<file path="config.mk">
export PLATFORM = sky130hd
export DESIGN_NAME = cordic_vectoring_flat
export DESIGN_NICKNAME = d
export VERILOG_FILES = /design/src/rtl/cordic_vectoring_if.sv /design/src/rtl/cordic_vectoring.sv /design/src/flat_wrapper.sv
export SDC_FILE = /design/constraint.sdc
export NUM_CORES = 1
export LEC_CHECK = 0
export CORE_UTILIZATION = 55
export CTS_BUF_LIST = sky130_fd_sc_hd__clkbuf_8
export DETAILED_ROUTE_END_ITERATION = 7
export MAX_ROUTING_LAYER = met4
export PLACE_DENSITY = 0.78
export SYNTH_ARGS = -nofsm -noshare
export SYNTH_HDL_FRONTEND = slang
export SYNTH_SLANG_ARGS = --single-unit
export TNS_END_PERCENT = 20
</file>
<file path="constraint.sdc">
create_clock -name clk_i -period 4.65 [get_ports clk_i]
set_input_delay 0.6975 -clock clk_i [delete_from_list [all_inputs] [get_ports clk_i]]
set_output_delay 0.6975 -clock clk_i [all_outputs]
set_load 0.005 [all_outputs]
</file>
<file path="src/rtl/cordic_vectoring_if.sv">
// Sample-in / result-out bundle for the iterative vectoring CORDIC.
// The slave side is the CORDIC itself; the master side feeds vectors and consumes results.
interface cordic_vectoring_if #(
  parameter int N_FRAC = 7
);
  logic signed [N_FRAC:0]   x_i;
  logic signed [N_FRAC:0]   y_i;
  logic                     data_in_valid_strobe_i;
  logic                     ready_o;
  logic signed [N_FRAC+2:0] mag_o;
  logic signed [N_FRAC:0]   z_o;
  logic                     data_out_valid_strobe_o;

  modport slave (
    input  x_i, y_i, data_in_valid_strobe_i,
    output ready_o, mag_o, z_o, data_out_valid_strobe_o
  );

  modport master (
    output x_i, y_i, data_in_valid_strobe_i,
    input  ready_o, mag_o, z_o, data_out_valid_strobe_o
  );
endinterface

</file>
<file path="src/rtl/cordic_vectoring.sv">
// Iterative vectoring CORDIC: rotates (x,y) onto the +x axis, returning the scaled
// magnitude and atan2(y,x) in units of pi/2^N_FRAC. One vector every N_FRAC+2 cycles.
//
// state | meaning
// IDLE  | ready for a new vector; load with quadrant pre-fold on strobe
// ITER  | one micro-rotation per cycle, i = cnt_q = 0..N_FRAC-1
// DONE  | register results and pulse the output strobe
module cordic_vectoring #(
  parameter int N_FRAC = 7
) (
  input logic                clk_i,
  input logic                rst_i,
  cordic_vectoring_if.slave  bus
);
  localparam int W  = N_FRAC + 3;
  localparam int ZW = N_FRAC + 2;
  localparam int CW = $clog2(N_FRAC + 1);
  localparam logic [CW-1:0]        LAST  = CW'(N_FRAC - 1);
  localparam logic signed [ZW-1:0] Z_QTR = ZW'(2 ** (N_FRAC - 1));

  typedef enum logic [1:0] {IDLE, ITER, DONE} state_t;

  state_t state_q, state_d;

  logic signed [W-1:0]      x_q, y_q;
  logic signed [ZW-1:0]     z_q;
  logic [CW-1:0]            cnt_q;
  logic signed [W-1:0]      mag_q;
  logic signed [N_FRAC:0]   zo_q;
  logic                     vld_q;

  logic signed [W-1:0]      x_ext, y_ext, x_sh, y_sh;
  logic signed [ZW-1:0]     atan_i;

  function automatic logic signed [ZW-1:0] atan_lut(input logic [CW-1:0] i);
    case (int'(i))
      0:       atan_lut = ZW'(32);
      1:       atan_lut = ZW'(19);
      2:       atan_lut = ZW'(10);
      3:       atan_lut = ZW'(5);
      4:       atan_lut = ZW'(3);
      5:       atan_lut = ZW'(1);
      6:       atan_lut = ZW'(1);
      default: atan_lut = '0;
    endcase
  endfunction

  // Two guard bits: negating -2^N_FRAC during the fold must not overflow.
  assign x_ext  = {{2{bus.x_i[N_FRAC]}}, bus.x_i};
  assign y_ext  = {{2{bus.y_i[N_FRAC]}}, bus.y_i};
  assign x_sh   = x_q >>> cnt_q;
  assign y_sh   = y_q >>> cnt_q;
  assign atan_i = atan_lut(cnt_q);

  always_ff @(posedge clk_i or negedge rst_i) begin
    if (!rst_i) state_q <= IDLE;
    else        state_q <= state_d;
  end

  always_comb begin
    state_d = state_q;
    case (state_q)
      IDLE:    if (bus.data_in_valid_strobe_i) state_d = ITER;
      ITER:    if (cnt_q == LAST) state_d = DONE;
      DONE:    state_d = IDLE;
      default: state_d = IDLE;
    endcase
  end

  always_ff @(posedge clk_i or negedge rst_i) begin
    if (!rst_i) begin
      x_q   <= '0;
      y_q   <= '0;
      z_q   <= '0;
      cnt_q <= '0;
      mag_q <= '0;
      zo_q  <= '0;
      vld_q <= 1'b0;
    end else begin
      vld_q <= 1'b0;
      case (state_q)
        IDLE: begin
          if (bus.data_in_valid_strobe_i) begin
            cnt_q <= '0;
            // Fold left half-plane into the right so the iterations converge.
            if (bus.x_i < 0 && bus.y_i >= 0) begin
              x_q <= y_ext;
              y_q <= -x_ext;
              z_q <= Z_QTR;
            end else if (bus.x_i < 0) begin
              x_q <= -y_ext;
              y_q <= x_ext;
              z_q <= -Z_QTR;
            end else begin
              x_q <= x_ext;
              y_q <= y_ext;
              z_q <= '0;
            end
          end
        end
        ITER: begin
          if (y_q >= 0) begin
            x_q <= x_q + y_sh;
            y_q <= y_q - x_sh;
            z_q <= z_q + atan_i;
          end else begin
            x_q <= x_q - y_sh;
            y_q <= y_q + x_sh;
            z_q <= z_q - atan_i;
          end
          cnt_q <= cnt_q + 1'b1;
        end
        DONE: begin
          mag_q <= x_q;
          zo_q  <= z_q[N_FRAC:0];
          vld_q <= 1'b1;
        end
        default: ;
      endcase
    end
  end

  assign bus.ready_o                 = (state_q == IDLE);
  assign bus.mag_o                   = mag_q;
  assign bus.z_o                     = zo_q;
  assign bus.data_out_valid_strobe_o = vld_q;
endmodule

</file>
<file path="src/flat_wrapper.sv">
// flat-port wrapper written by rule: the top's interface ports become plain ports
module cordic_vectoring_flat 
#(
  parameter int N_FRAC = 7
)
  (clk_i, rst_i, bus_x_i, bus_y_i, bus_data_in_valid_strobe_i, bus_ready_o, bus_mag_o, bus_z_o, bus_data_out_valid_strobe_o);
  cordic_vectoring_if #(.N_FRAC(N_FRAC)) bus_i ();
  input logic clk_i;
  input logic rst_i;
  input wire logic [$bits(bus_i.x_i)-1:0] bus_x_i;
  input wire logic [$bits(bus_i.y_i)-1:0] bus_y_i;
  input wire logic [$bits(bus_i.data_in_valid_strobe_i)-1:0] bus_data_in_valid_strobe_i;
  output wire logic [$bits(bus_i.ready_o)-1:0] bus_ready_o;
  output wire logic [$bits(bus_i.mag_o)-1:0] bus_mag_o;
  output wire logic [$bits(bus_i.z_o)-1:0] bus_z_o;
  output wire logic [$bits(bus_i.data_out_valid_strobe_o)-1:0] bus_data_out_valid_strobe_o;
  assign bus_i.x_i = bus_x_i;
  assign bus_i.y_i = bus_y_i;
  assign bus_i.data_in_valid_strobe_i = bus_data_in_valid_strobe_i;
  assign bus_ready_o = bus_i.ready_o;
  assign bus_mag_o = bus_i.mag_o;
  assign bus_z_o = bus_i.z_o;
  assign bus_data_out_valid_strobe_o = bus_i.data_out_valid_strobe_o;
  cordic_vectoring #(.N_FRAC(N_FRAC)) u_core (.clk_i(clk_i), .rst_i(rst_i), .bus(bus_i));
endmodule
</file>
======== Word-level counts from Yosys, hierarchy flattened ========
Cells that the tools add are included.
storage, ports and cells
  register bits ........................... 53
  bits in latches ......................... 0
  bits in writable memories ............... 0
  bits in read-only memories .............. 0
  bits of input ports ..................... 19
  output and inout port bits .............. 20
  word-level logic and storage cells ...... 61
  memories ................................ 0
operators by class
  add/subtract/negate cells ............... 9
  multiply operators ...................... 0
  divide/modulo/power cells ............... 0
  $lt $le $gt $ge ......................... 3
  equal/unequal tests ..................... 10
  shift-type cells ........................ 2
  muxes and demuxes ....................... 22
  bitwise operators ....................... 0
  reduce and logical (&&, ||, !) cells .... 7
operators with widths
  cell                                                                 count
  2-to-1 mux 10 bit                                                    8
  one-hot mux 10 bit (2 select lines)                                  2
  2-to-1 mux 9 bit                                                     4
  one-hot mux 6 bit (6 select lines)                                   1
  adder 10 bit                                                         2
  negator 8 -> 10 bit                                                  2
  >>> shifter 10 x 3 -> 10 bit                                         2
  subtractor 10 bit                                                    2
  one-hot mux 9 bit (2 select lines)                                   1
  greater-or-equal comparator 10 x 1 -> 1 bit (second input constant)  1
  adder 9 x 7 -> 9 bit                                                 1
  equality test 3 bit (second input constant)                          3
  subtractor 9 x 7 -> 9 bit                                            1
  greater-or-equal comparator 8 x 1 -> 1 bit (second input constant)   1
  < comparator 8 x 1 -> 1 bit (second input constant)                  1
  equality test 3 x 2 -> 1 bit (second input constant)                 2
  one-hot mux 3 bit (2 select lines)                                   1
  2-to-1 mux 2 bit                                                     2
  one-hot mux 2 bit (2 select lines)                                   1
  AND reduction 2 bit                                                  2
  adder 3 x 1 -> 3 bit (second input constant)                         1
  equality test 3 x 1 -> 1 bit (second input constant)                 1
  logical NOT 3 bit                                                    1
  2-to-1 mux 3 bit                                                     1
  9 further kinds                                                      9

======== Logic depth before layout (Yosys ltp) ========
Gate-level depths: netlist of the first run.
  depth after elaboration ................. 6
  mapped depth ............................ 21
  mapped depth without buffers ............ 18

======== Least setup slack after synthesis of the first run ========
OpenSTA, ideal clock, no wires.
  kind .................................... reg-to-reg
  from .................................... register u_core.cnt_q[2]
  to ...................................... register u_core.y_q[9]
  setup time .............................. 0.129 ns
  data arrival time ....................... 3.685 ns
  required time ........................... 4.521 ns
  setup slack ............................. 0.836 ns
  cell stages (with the launch flop) ...... 18
  path buffers ............................ 3
  clock period less this slack ............ 3.814 ns
  cell sequence ........................... dfrtp_1 -> buf_2 -> buf_2 -> buf_1 -> mux2_2 -> mux4_2 -> inv_1 -> ha_1 -> inv_1 -> o41ai_1 -> xnor2_1 -> ha_1 -> a21oi_1 -> nand2_1 -> o21ai_0 -> nor3_1 -> o2111ai_1 -> nand3_1
on the way
  cells in the longest elaborated chain, start to end .. 4
  elaborated cells between the ends (all ways) .. 5
  those cells by class .................... 2 x add/sub; 1 x shift; 2 x mux
RTL lines
  what                                                      line                                              text
  from (decl)                                               cordic_vectoring.sv:27                            logic [CW-1:0] cnt_q;
  from (signal assigned)                                    cordic_vectoring.sv:111                           cnt_q <= cnt_q + 1'b1;
  >>> shifter 10 x 3 -> 10 bit (*)                          cordic_vectoring.sv:51                            assign x_sh = x_q >>> cnt_q;
  adder 10 bit / subtractor 10 bit (equally long branches)  cordic_vectoring.sv:108, cordic_vectoring.sv:104
  2-to-1 mux 10 bit (*)                                     cordic_vectoring.sv:102                           if (y_q >= 0) begin
  one-hot mux 10 bit (2 select lines) (*)                   cordic_vectoring.sv:81                            case (state_q)
  to (signal assigned)                                      cordic_vectoring.sv:88                            y_q <= -x_ext;
  to (signal assigned)                                      cordic_vectoring.sv:104                           y_q <= y_q - x_sh;
  to (signal assigned)                                      cordic_vectoring.sv:108                           y_q <= y_q + x_sh;
  to (decl)                                                 cordic_vectoring.sv:25                            logic signed [W-1:0] x_q, y_q;
Mark *: on every way between the ends. The rest lies on a longest branch, timed or not.
A chain may end at the register's enable or synchronous reset.

======== Worst setup path in the final report of the first run ========
Same ends and word-level chain as after synthesis.

==> results.txt, run 1 <==
hold buffer count at CTS -> 0
post-CTS setup buffer count -> 0
setup tns final -> 0 ns
Yosys top cell area share -> 26.17%
CORE AREA -> 0.008721 sq mm
Max-cap violations -> 0
crit path capture type -> flop
row count -> 34
max_slew headroom -> 34.56%
most frequent cells in the layout -> dfrtp_1, nor2_1, a21oi_1
Worst EP arrival -> 4.35 ns
full die area -> 0.009425 sq mm
sequential area share after synthesis -> 26.17%
yosys warns -> 0
initial antenna violation count -> 0
GRT Overall Usage -> 29.92%
DRT Wirelength -> 13470 um
Post-Syn Instances -> 594
RSZ-0062 raised after global routing -> no
Least-Margin Pin Slew -> 0.9780 ns
skew final -> 0.009308 ns
main flop type after synthesis -> dfrtp_1
CP Max Fanout -> 21
antenna cells -> 0
biggest cell delay along the critical path -> 0.80 ns
clock sinks -> 52
Tmin final -> 4.135 ns
leading cell type in the layout, fill and taps excluded -> dfrtp_1
chip height -> 97.08 um
Synth Area in Simple Gates -> 16.05%
Slowest-stage cell, CP -> dfrtp_1
Final Wtd Congestion -> 0.9418
die extent in x -> 97.08 um
synth-to-layout area growth -> 10.22%
Root Driver -> clkbuf_8
vias in the first global route -> 4576
Initial DRC Count -> 430
average wire per standard cell -> 18.76 um
CTS clk-pin slew, worst paths -> 0.11 ns
DR vias -> 4615
proportion of synthesized area in mux cells -> 12.73%
Synth area leader -> dfrtp_1
number of remaining DRC errors -> 0
Max Slew Vio Count -> 0
outcome -> complete, no violations
critical path, cell by cell -> mux2_2, mux4_2, inv_1, ha_1, inv_1, o41ai_1, xnor2_1, ha_1, a21oi_1, nand2_1, o21ai_0, nor3_1, o2111ai_1, nand3_1
syn avg cell area -> 8.371 sq um
Final ANT Viol Nets -> 0
Worst R2R Setup Slack -> 0.51 ns
share of cells above drive strength 1 -> 10.33%
CP required -> 4.87 ns
CTS tree -> done
post-synthesis net count -> 652
H-tree levels -> 2
clock buffer depth -> 2
post-layout util -> 62.84%
largest family of logic cells by synthesized area -> compound AO/OA/AOI/OAI gates
starting density of the core -> 57.02%
first-pass GRT wire length -> 22240 um
final net count -> 667
adder-cell share of the synthesized area -> 10.27%
Final Cycle Share -> 88.93%
number of flops mapped to enable cells by yosys -> 0
min-delay worst type -> in -> async
Achievable Freq -> 0.2418 GHz
Cell Area, Synth -> 0.004972 sq mm
IO buf count -> 38
Synth Register Bits -> 52
startpoint types -> flop
WS Path Type -> reg -> reg
total congestion overflow -> 0
Filler Cell Count -> 789
Post-synth ARST share -> 100.0%
final setup violating endpoints -> 0
Compound-Gate Fraction of Synth Area -> 22.40%
Worst R2R Path Depth -> 14
DR pass1 iterations -> 5
Distinct cells, synth -> 61
largest net degree at the start of global routing -> 53
largest cells by area after synthesis -> dfrtp_1, ha_1, mux2_2
Final Hold Vio Count -> 0
hold slack -> 0.4906 ns
vias per cell -> 6.428
Synth Area in XOR/XNOR -> 6.870%
clk_lat worst skew -> 0.32 ns
io pins -> 39
Post-CTS Resized -> 0
dpl hpwl -> 10030 um
CTS buffer count -> 5
final timing paths:
kind | startpoint | end
setup / recovery | u_core.cnt_q[2] | u_core.y_q[9]
hold / removal | rst_i | u_core.z_q[4]
setup reg to reg | u_core.cnt_q[2] | u_core.y_q[9]
hold reg to reg | u_core.bus.z_o[7] | u_core.bus.z_o[7]
max in group asynchronous | rst_i | u_core.y_q[5]
min in group clk_i | u_core.bus.z_o[7] | u_core.bus.z_o[7]
logic make-up (layout without fill, tap and decap cells):
kind of cell | after synthesis | in the layout
XOR/XNOR | 39 | 39
AND/OR/NAND/NOR | 169 | 169
multiplexers | 53 | 53
flip-flops | 52 | 52
AO/OA/AOI/OAI | 175 | 175
adder cells (fa/ha/maj) | 39 | 39
buffers and inverters | 67 | 83
cells in the mapped netlist (13+ instances only):
cell type  count
nand2_1       47
dfrtp_1       52
inv_1         27
o21ai_0       40
o22ai_1       13
clkbuf_1      28
nor3_1        15
a21oi_1       48
xor2_1        15
xnor2_1       24
nor2_1        52
ha_1          36
a211oi_1      17
mux2_2        29
mux2i_1       19
worst max-delay path, delay by kind of cell (launching register included):
| kind | cells | cell delay (ns) |
|---|---|---|
| xor gates and xnor gates | 1 | 0.14 |
| DFF | 1 | 0.80 |
| muxes | 2 | 0.94 |
| AOI/OAI and AO/OA | 4 | 1.21 |
| buffers and inverters | 2 | 0.15 |
| adders and majority gates | 2 | 0.56 |
| and+or+nand+nor | 3 | 0.24 |
cell type report:
| cell class | instances | area, sq um | share of cell area (%) |
|---|---|---|---|
| Clock buffer | 5 | 68.82 | 1.256 |
| Clock inverter | 3 | 27.53 | 0.5023 |
| Tap cell | 108 | 135.1 | 2.466 |
| Multi-Input combinational cell | 475 | 3400 | 62.03 |
| Sequential cell | 52 | 1301 | 23.74 |
| Inverter | 28 | 105.1 | 1.918 |
| Timing Repair Buffer | 47 | 442.9 | 8.082 |
per-stage QoR:
step	instance area [sq um]	instances	worst slack [ns]
finish	5480	718	0.5149
detailed placement	5384	710	0.5677
global placement	5384	710	0.7521
floorplan	4972	594	0.8357
global route	5480	718	0.2252
CTS	5480	718	0.5436
routing by layer:
metal  wire length [um]  part of all wire, %  track usage, %
met1               5942                   44           37.01
met2               6597                   49           50.27
met3                548                  4.1           3.453
met4                380                  2.8           11.37
met5                  0                    0               -
state kept, by name, summed over array words and instances (netlist names):
register and cells:
u_core.bus.mag_o 10, u_core.x_q 10, u_core.y_q 10, u_core.bus.z_o 8, u_core.z_q 8, u_core.cnt_q 3
u_core.state_q 2, u_core.bus.data_out_valid_strobe_o 1
Power of run 1 is left out: the tool's default activity adds up to more than one toggle a clock period on the data nets, which glitch-free logic cannot reach.
==> run 2, diff against run 1 <==
==> constraint.sdc (replaced) <==
create_clock -name clk_i -period 5.15 [get_ports clk_i]
set_input_delay 0.7725 -clock clk_i [delete_from_list [all_inputs] [get_ports clk_i]]
set_output_delay 0.7725 -clock clk_i [all_outputs]
set_load 0.005 [all_outputs]
==> run 2 against run 1 <==
  * Hold slack gained 0.0011 ns
  * Register-to-register slack gained 0.18 ns
  * First-iteration DRC count shrank 25%
  * Die area is the same
  * Non-clock buffer count shrank 3
  * Routed wire length shrank 0.27%
  * Sequential cell count is the same
  * Maximum frequency shrank 7.2%
  * Global-route usage grew 0.059 points
  * Setup slack gained 0.18 ns
  * Sequential share of layout area grew 0.093 points
==> results.txt, run 2 (synthesis results as in run 1) <==
die extent in x -> 97.08 um (unchanged)
Least-Margin Pin Slew -> 0.9468 ns (-0.03119 ns)
most frequent cells in the layout -> dfrtp_1, nor2_1, a21oi_1
vias per cell -> 6.338 (-1.4%)
Final Wtd Congestion -> 0.8780 (-6.8%)
GRT Overall Usage -> 29.98% (+0.059 points)
io pins -> 39 (unchanged)
CTS tree -> done
Root Driver -> clkbuf_8
Worst R2R Path Depth -> 17 (+3)
Final Hold Vio Count -> 0 (unchanged)
Placed Cells -> 707 (-0.42%)
row count -> 34 (unchanged)
final non-filler cell total -> 715 (-0.42%)
Initial DRC Count -> 324 (-25%)
DRT Wirelength -> 13430 um (-0.27%)
initial antenna violation count -> 0 (unchanged)
chip height -> 97.08 um (unchanged)
Max Slew Vio Count -> 0 (unchanged)
skew final -> 0.009379 ns (+0.00007153 ns)
hold slack -> 0.4918 ns (+0.001150 ns)
CORE AREA -> 0.008721 sq mm (unchanged)
Worst R2R Setup Slack -> 0.69 ns (+0.18 ns)
RSZ-0062 raised after global routing -> no
dpl hpwl -> 9980 um (-0.45%)
max_slew headroom -> 36.68% (+2.1 points)
synth-to-layout area growth -> 9.789%
vias in the first global route -> 4434 (-3.1%)
DR pass1 iterations -> 5 (unchanged)
number of remaining DRC errors -> 0 (unchanged)
Tmin final -> 4.458 ns (+0.3225 ns)
crit path capture type -> flop
largest net degree at the start of global routing -> 53 (unchanged)
hold buffer count at CTS -> 0 (unchanged)
Final ANT Viol Nets -> 0 (unchanged)
share of cells above drive strength 1 -> 9.885% (-0.44 points)
DR vias -> 4532 (-1.8%)
H-tree levels -> 2 (unchanged)
Post-CTS Resized -> 0 (unchanged)
IO buf count -> 38 (unchanged)
CTS buffer count -> 5 (unchanged)
post-CTS setup buffer count -> 0 (unchanged)
clock sinks -> 52 (unchanged)
starting density of the core -> 57.02% (unchanged)
startpoint types -> flop
CP required -> 5.39 ns (+0.52 ns)
clock buffer depth -> 2 (unchanged)
outcome -> complete, no violations
critical path endpoint -> u_core.z_q[7]
CP Max Fanout -> 28 (+33%)
r2r endpoint -> u_core.z_q[7]
CTS clk-pin slew, worst paths -> 0.12 ns (about the same)
Max-cap violations -> 0 (unchanged)
Final Cycle Share -> 86.56% (-2.4 points)
setup tns final -> 0 ns (unchanged)
leading cell type in the layout, fill and taps excluded -> dfrtp_1
first-pass GRT wire length -> 22280 um (+0.19%)
final setup violating endpoints -> 0 (unchanged)
CP startpoint -> u_core.cnt_q[2]
min-delay worst type -> reg -> reg
Worst EP arrival -> 4.70 ns (+0.35 ns)
clk_lat worst skew -> 0.32 ns (about the same)
WS Path Type -> reg -> reg
average wire per standard cell -> 18.79 um (+0.15%)
Achievable Freq -> 0.2243 GHz (-7.2%)
full die area -> 0.009425 sq mm (unchanged)
final net count -> 664 (-0.45%)
antenna cells -> 0 (unchanged)
r2r startpoint -> u_core.cnt_q[2]
total congestion overflow -> 0 (unchanged)
## run 2: cell types whose count changed in the layout (fill, tap and decap cells not counted), sizes merged
cell,delta
clkinv,-1
buf,-3
inv,+2
clkinvlp,-1
## run 2: worst max-delay path, cell delays in order, from the launching register on
cell and delay [ns]:
dfrtp_1 0.98, inv_1 0.46, ha_1 0.36, nor2_1 0.09, a21oi_1 0.05, or2_1 0.31
inv_1 0.08, ha_1 0.23, nor2b_1 0.08, xnor2_1 0.22, ha_1 0.31, a21oi_1 0.17
a21boi_0 0.14, o21ai_0 0.24, a21oi_1 0.11, xor2_1 0.16, or3_1 0.32, o221ai_1 0.08
## run 2: worst min-delay path by stage
stage	start	to	slack (ns)	depth (start not counted)
floorplan	u_core.z_q[3]	u_core.z_q[3]	0.47	2
global placement	u_core.bus.z_o[1]	u_core.bus.z_o[1]	0.47	2
detailed placement	u_core.bus.z_o[1]	u_core.bus.z_o[1]	0.47	2
CTS	u_core.bus.z_o[1]	u_core.bus.z_o[1]	0.50	2
global route	u_core.bus.z_o[1]	u_core.bus.z_o[1]	0.53	2
finish	u_core.bus.z_o[1]	u_core.bus.z_o[1]	0.49	2
## run 2: cell type report
cell class              instances  area, sq um
clock inverters                 3        28.78
flip-flops and latches         52         1301
fillers                       730         3262
inverters                      28        105.1
clock buffers                   5        68.82
multi-input cells             475         3400
well taps                     108        135.1
repair buffers                 44        420.4
## run 2: routing by layer
metal | vias to the layer above | wire [um] | track usage, %
li1 | 2171 | - | -
met1 | 2153 | 5569 | 37.24
met2 | 176 | 6550 | 50.43
met3 | 32 | 885 | 4.604
met4 | 0 | 428 | 8.955
met5 | - | 0 | -
## run 2: per-stage QoR
| step | utilization, % | cell area (sq um) | setup WS [ns] |
|---|---|---|---|
| 2_1_floorplan | - | 4972 | 1.336 |
| 3_5_place_dp | 61.48 | 5361 | 0.7939 |
| 3_3_place_gp | 61.48 | 5361 | 0.9225 |
| 5_1_grt | 62.60 | 5459 | 0.3546 |
| 4_1_cts | 62.60 | 5459 | 0.7468 |
| 6_report | 62.60 | 5459 | 0.6923 |
Power of run 2 is left out for the same reason.
